File: src/rtl/univ_shift_reg_if.sv
// Mode/serial/parallel inputs and register/detector outputs of univ_shift_reg.
// The clock C and reset R stay plain module ports.
interface univ_shift_reg_if #(
   parameter int unsigned WIDTH = 4,
   parameter int unsigned CNT_W = 4
);
   logic [1:0]       S;
   logic             SI_UP;
   logic             SI_DN;
   logic [WIDTH-1:0] D;
   logic [WIDTH-1:0] Q;
   logic             SO;
   logic             MATCH;
   logic [CNT_W-1:0] MCNT;

   modport master (
      output S, SI_UP, SI_DN, D,
      input  Q, SO, MATCH, MCNT
   );

   modport slave (
      input  S, SI_UP, SI_DN, D,
      output Q, SO, MATCH, MCNT
   );
endinterface

File: src/rtl/univ_shift_reg.sv
// Universal shift register (hold / shift up / shift down / load) with a
// pattern detector and a saturating counter of matching shift results.
module univ_shift_reg #(
   parameter int unsigned      WIDTH   = 4,
   parameter logic [WIDTH-1:0] PATTERN = WIDTH'(4'b1011),
   parameter int unsigned      CNT_W   = 4
) (
   input logic                  C,
   input logic                  R,
   univ_shift_reg_if.slave      bus
);

   typedef enum logic [1:0] {
      MODE_HOLD = 2'b00,
      MODE_UP   = 2'b01,
      MODE_DN   = 2'b10,
      MODE_LOAD = 2'b11
   } mode_e;

   mode_e            mode;
   logic [WIDTH-1:0] q;
   logic [WIDTH-1:0] q_next;
   logic [CNT_W-1:0] cnt;
   logic             shifting;
   logic             so;

   assign mode = mode_e'(bus.S);

   always_comb begin
      q_next   = q;
      shifting = 1'b0;
      case (mode)
         MODE_HOLD: q_next = q;
         MODE_UP: begin
            q_next   = {q[WIDTH-2:0], bus.SI_UP};
            shifting = 1'b1;
         end
         MODE_DN: begin
            q_next   = {bus.SI_DN, q[WIDTH-1:1]};
            shifting = 1'b1;
         end
         MODE_LOAD: q_next = bus.D;
         default:   q_next = q;
      endcase
   end

   // Only shift results are counted; the counter sticks at all ones.
   always_ff @(posedge C) begin
      if (R) begin
         q   <= '0;
         cnt <= '0;
      end else begin
         q <= q_next;
         if (shifting && (q_next == PATTERN) && (cnt != '1))
            cnt <= cnt + 1'b1;
      end
   end

   always_comb begin
      so = 1'b0;
      case (mode)
         MODE_UP: so = q[WIDTH-1];
         MODE_DN: so = q[0];
         default: so = 1'b0;
      endcase
   end

   assign bus.Q     = q;
   assign bus.SO    = so;
   assign bus.MATCH = (q == PATTERN);
   assign bus.MCNT  = cnt;

endmodule

File: src/flat_wrapper.sv
// flat-port wrapper written by rule: the top's interface ports become plain ports
module univ_shift_reg_flat 
#(
   parameter int unsigned      WIDTH   = 4,
   parameter logic [WIDTH-1:0] PATTERN = WIDTH'(4'b1011),
   parameter int unsigned      CNT_W   = 4
)
  (C, R, bus_S, bus_SI_UP, bus_SI_DN, bus_D, bus_Q, bus_SO, bus_MATCH, bus_MCNT);
  univ_shift_reg_if #(.WIDTH(WIDTH), .CNT_W(CNT_W)) bus_i ();
  input logic C;
  input logic R;
  input wire logic [$bits(bus_i.S)-1:0] bus_S;
  input wire logic [$bits(bus_i.SI_UP)-1:0] bus_SI_UP;
  input wire logic [$bits(bus_i.SI_DN)-1:0] bus_SI_DN;
  input wire logic [$bits(bus_i.D)-1:0] bus_D;
  output wire logic [$bits(bus_i.Q)-1:0] bus_Q;
  output wire logic [$bits(bus_i.SO)-1:0] bus_SO;
  output wire logic [$bits(bus_i.MATCH)-1:0] bus_MATCH;
  output wire logic [$bits(bus_i.MCNT)-1:0] bus_MCNT;
  assign bus_i.S = bus_S;
  assign bus_i.SI_UP = bus_SI_UP;
  assign bus_i.SI_DN = bus_SI_DN;
  assign bus_i.D = bus_D;
  assign bus_Q = bus_i.Q;
  assign bus_SO = bus_i.SO;
  assign bus_MATCH = bus_i.MATCH;
  assign bus_MCNT = bus_i.MCNT;
  univ_shift_reg #(.WIDTH(WIDTH), .PATTERN(PATTERN), .CNT_W(CNT_W)) u_core (.C(C), .R(R), .bus(bus_i));
endmodule
File: config.mk
export PLATFORM = sky130hd
export DESIGN_NAME = univ_shift_reg_flat
export DESIGN_NICKNAME = d
export VERILOG_FILES = /design/src/rtl/univ_shift_reg_if.sv /design/src/rtl/univ_shift_reg.sv /design/src/flat_wrapper.sv
export SDC_FILE = /design/constraint.sdc
export NUM_CORES = 1
export LEC_CHECK = 0
export ABC_AREA = 1
export BUFFER_PORTS_ARGS = -buffer_cell sky130_fd_sc_hd__buf_2
export CORE_AREA = 2 2 39 41
export CTS_CLUSTER_SIZE = 16
export DETAILED_ROUTE_END_ITERATION = 8
export DIE_AREA = 0 0 41 43
export PLACE_DENSITY = 0.74
export SLEW_MARGIN = 20
export SYNTH_ARGS = -nofsm -noshare
export SYNTH_HDL_FRONTEND = slang
export SYNTH_SLANG_ARGS = --single-unit
File: constraint.sdc
create_clock -name C -period 1.6 [get_ports C]
set_clock_uncertainty 0.05 [all_clocks]
set_input_delay 0.32 -clock C [delete_from_list [all_inputs] [get_ports C]]
set_output_delay 0.32 -clock C [all_outputs]
set_load 0.05 [all_outputs]
==> PnR_summary.wiki <==
{| class="wikitable"
! Metric !! Value
|-
| Sequential cell area || 165 sq um
|-
| Number of synthesized flops with an enable pin || 0
|-
| Antenna cells || 0
|-
| Gr ovfl total || 0
|-
| Placement row count || 14
|-
| Most common library cells after synthesis || 29 x sky130_fd_sc_hd__nand2_1, 9 x sky130_fd_sc_hd__nor2_1, 8 x sky130_fd_sc_hd__dfxtp_1, 6 x sky130_fd_sc_hd__nand3_1, 5 x sky130_fd_sc_hd__ha_1
|-
| Maximum fanout count along the critical path || 5
|-
| Total power of the final layout || 0.507 mW
|-
| Primary flip-flop cell chosen by synthesis mapping || sky130_fd_sc_hd__dfxtp_1
|-
| Area after DPL || 706 sq um
|-
| Number of CTS-inserted buffers || 3
|-
| Hold path startpoint || R
|-
| Number of standard cells in the layout, taps in and fillers out || 120
|-
| Number of hold-repair buffers added at the cts stage || 0
|-
| Crit. End Element || output pin
|-
| Static Leakage || 0.370 nW
|-
| First-pass GRT wire length || 1770 microns
|-
| Final nets || 121
|-
| Share of flip-flops with an asynchronous set or reset || 0%
|-
| Fmax || 648 MHz
|-
| Sequential area share after synthesis || 29.4%
|-
| Half-perimeter wire length after placement || 982 microns
|-
| Level count of the clock H-tree || 1
|-
| Leading area contributor after synthesis || sky130_fd_sc_hd__dfxtp_1
|-
| Crit Reg-Reg Startpoint || u_core.bus.MCNT[0]
|-
| Ratio of cells with drive above 1 in the final layout || 37.5%
|-
| Mapped Area || 544 sq um
|-
| Initial core utilization || 39.3%
|-
| Detail-routed via count per cell || 4.68
|-
| Placed instance count || 117
|-
| Worst slew margin relative to its limit || 82.5%
|-
| Area of combinational cells with multiple inputs || 389 sq um
|-
| Count of endpoints failing hold in the final timing report || 0
|-
| Crit path buf inv count || 3
|-
| Vias after detailed routing || 562
|-
| Remaining antenna violation count after routing || 0
|-
| Clock sink count || 8
|-
| Arrival @ worst endpoint || 1.17 ns
|-
| Design Area, Final || 736 sq um
|-
| Hold crit path type || primary input to flip-flop
|-
| Longest Clk Path Bufs || 2
|-
| Top area cells in the synthesized netlist || sky130_fd_sc_hd__dfxtp_1 29%, sky130_fd_sc_hd__nand2_1 20%, sky130_fd_sc_hd__ha_1 11%, sky130_fd_sc_hd__nor2_1 6.2%, sky130_fd_sc_hd__nand3_1 5.5%
|-
| Area share of the largest cell type after synthesis || 29.4%
|-
| Synthesis-stage register bit count || 8
|-
| Area of the core region || 1380 sq um
|-
| Total routed wirelength || 1180 microns
|-
| Number of global-route vias before repair || 491
|-
| Post-route fraction of the period consumed by the critical path || 96.5%
|-
| Data required time of the worst path || 1.23 ns
|-
| Number of max-capacitance violations reported || 0
|-
| Power Dens Cells || 689 nW/um^2
|-
| Critical Setup Path Class || primary input to output pin
|-
| Maximum number of pins on one net before global-route repair || 9
|-
| Overall die area || 1760 sq um
|-
| Number of antenna violations at the first check in global routing || 0
|-
| I/O Pins || 20
|-
| Number of input and output port buffers inserted || 19
|-
| CP Cell Sequence || buf_2, inv_1, ha_2, nand2_1, a21boi_4, buf_4
|-
| Nets in the synthesized netlist || 95
|-
| Endpoints failing setup || 0
|-
| Post-CTS repair timing setup buffer count || 0
|-
| Final max-slew violation count || 0
|-
| Clk_lat worst skew || 0.24 ns
|-
| Post-layout min period || 1.54 ns
|-
| Relative area change from synthesis to final layout || 35.2%
|-
| Die width || 41 microns
|-
| Critical path launch point || bus_S[0]
|-
| Residual DRC || 0
|-
| Mean cell area of the mapped netlist || 6.80 sq um
|-
| Root cell of the clock tree || sky130_fd_sc_hd__clkbuf_4
|-
| Yosys warning count || 0
|-
| Max IR drop VDD || 0.000411 V
|-
| Library cell contributing the largest single delay on the critical path || sky130_fd_sc_hd__ha_2
|-
| Number of fillers in the final layout || 155
|-
| Slew at the pin with the worst max-slew slack || 0.261 ns
|-
| Per-cell routed wire length || 9.79 microns
|-
| Cell family contributing the most delay on the critical path || buffers and inverters
|-
| Run status || complete, no violations
|-
| Number of cells produced by synthesis || 80
|-
| Top-count cell post-synth || sky130_fd_sc_hd__nand2_1
|-
| Initial drt markers || 3
|-
| Overall routing resource usage || 14.7%
|-
| Clock-pin slew reported for the worst setup and hold paths after clock tree synthesis || 0.05 ns
|-
| Library cells used by synthesis || 21
|-
| Delay of the slowest cell on the worst path || 0.22 ns
|-
| Routability Congestion || 0.726
|-
| Number of detailed-route iterations in the first pass || 4
|-
| Startpoint Class || primary input
|-
| Share of the core filled with cells in the final layout || 53.2%
|-
| Die H || 43 microns
|-
| Clock tree from TritonCTS || done
|}
==> final cells by class <==
cell class | count | area share, %
Clock buffer | 3 | 3.06
Multi-Input combinational cell | 66 | 52.9
Sequential cell | 8 | 22.4
Tap cell | 16 | 2.72
Inverter | 5 | 2.55
Timing Repair Buffer | 22 | 16.3
==> cell usage in the layout, fill, tap and decap left out <==
| master | n |
|---|---|
| sky130_fd_sc_hd__buf_4 | 4 |
| sky130_fd_sc_hd__buf_2 | 18 |
| sky130_fd_sc_hd__o21ai_1 | 1 |
| sky130_fd_sc_hd__nor3_1 | 1 |
| sky130_fd_sc_hd__xor2_1 | 1 |
| sky130_fd_sc_hd__o21bai_1 | 1 |
| sky130_fd_sc_hd__nor3_4 | 2 |
| sky130_fd_sc_hd__ha_2 | 2 |
| sky130_fd_sc_hd__nand2_1 | 29 |
| sky130_fd_sc_hd__nand2_2 | 1 |
| sky130_fd_sc_hd__a21oi_1 | 4 |
| sky130_fd_sc_hd__nand3_1 | 6 |
| sky130_fd_sc_hd__dfxtp_1 | 4 |
| sky130_fd_sc_hd__or2_1 | 1 |
| sky130_fd_sc_hd__nand3_2 | 1 |
| sky130_fd_sc_hd__a21boi_4 | 1 |
| sky130_fd_sc_hd__dfxtp_2 | 4 |
| sky130_fd_sc_hd__xnor2_1 | 1 |
| sky130_fd_sc_hd__inv_2 | 1 |
| sky130_fd_sc_hd__clkbuf_4 | 3 |
| sky130_fd_sc_hd__inv_1 | 4 |
| sky130_fd_sc_hd__nor2_4 | 1 |
| sky130_fd_sc_hd__o21ai_2 | 1 |
| sky130_fd_sc_hd__nor2_1 | 9 |
| sky130_fd_sc_hd__ha_1 | 3 |
==> where the power goes <==
part | switching, mW | internal [mW] | total (mW) | leakage [nW]
clock network | 0.0611 | 0.0853 | 0.146 | 0.0138
logic | 0.0915 | 0.0506 | 0.142 | 0.290
registers | 0.00973 | 0.209 | 0.219 | 0.0668
==> worst reg2reg max path: cells and delay by family, from the launching register on <==
| kind | cells | cell delay, ns |
|---|---|---|
| flops | 1 | 0.34 |
| simple gates | 5 | 0.67 |
| fa+ha+maj | 1 | 0.22 |
| compound gates | 1 | 0.06 |
==> state kept, by name, indices dropped and copies added (netlist names) <==
register	flops
u_core.bus.Q	4
u_core.bus.MCNT	4
==> cells by family after synthesis <==
family / synth area share [%]
flip-flops: 29.4
adder cells (fa/ha/maj): 11.5
AND/OR/NAND/NOR: 42.8
XOR/XNOR: 3.22
AO/OA/AOI/OAI: 8.97
buffers and inverters: 4.14
==> what timing repair did <==
item	4_1_cts	5_1_grt
gates resized for setup	1	2
setup endpoints to repair	1	1
hold endpoints to repair	0	0
cloned	0	0
==> metrics by stage <==
step	setup slack (ns)	hold slack, ns	TNS (ns)
floorplan	0.00747	0.541	0
global placement	-0.0470	0.433	-0.0669
detailed placement	-0.0425	0.440	-0.143
CTS	0.00578	0.283	0
global route	-0.000721	0.286	-0.000721
finish	0.0566	0.287	0
==> final timing paths <==
kind,slack (ns),cells past startpoint,to
max,0.06,6,bus_SO
min,0.29,2,u_core.bus.MCNT[0]
max reg2reg,0.15,7,u_core.bus.MCNT[3]
min reg2reg,0.45,2,u_core.bus.MCNT[0]
==> metal layers <==
| metal | global-route usage [%] | up-vias | part of all wire, % |
|---|---|---|---|
| met5 | 0 | - | 0 |
| met4 | 8.00 | 0 | 0.43 |
| met3 | 3.14 | 2 | 7.6 |
| met2 | 24.7 | 18 | 47 |
| met1 | 15.9 | 238 | 45 |
| li1 | - | 304 | - |
Power figures use the tool's default switching activity.
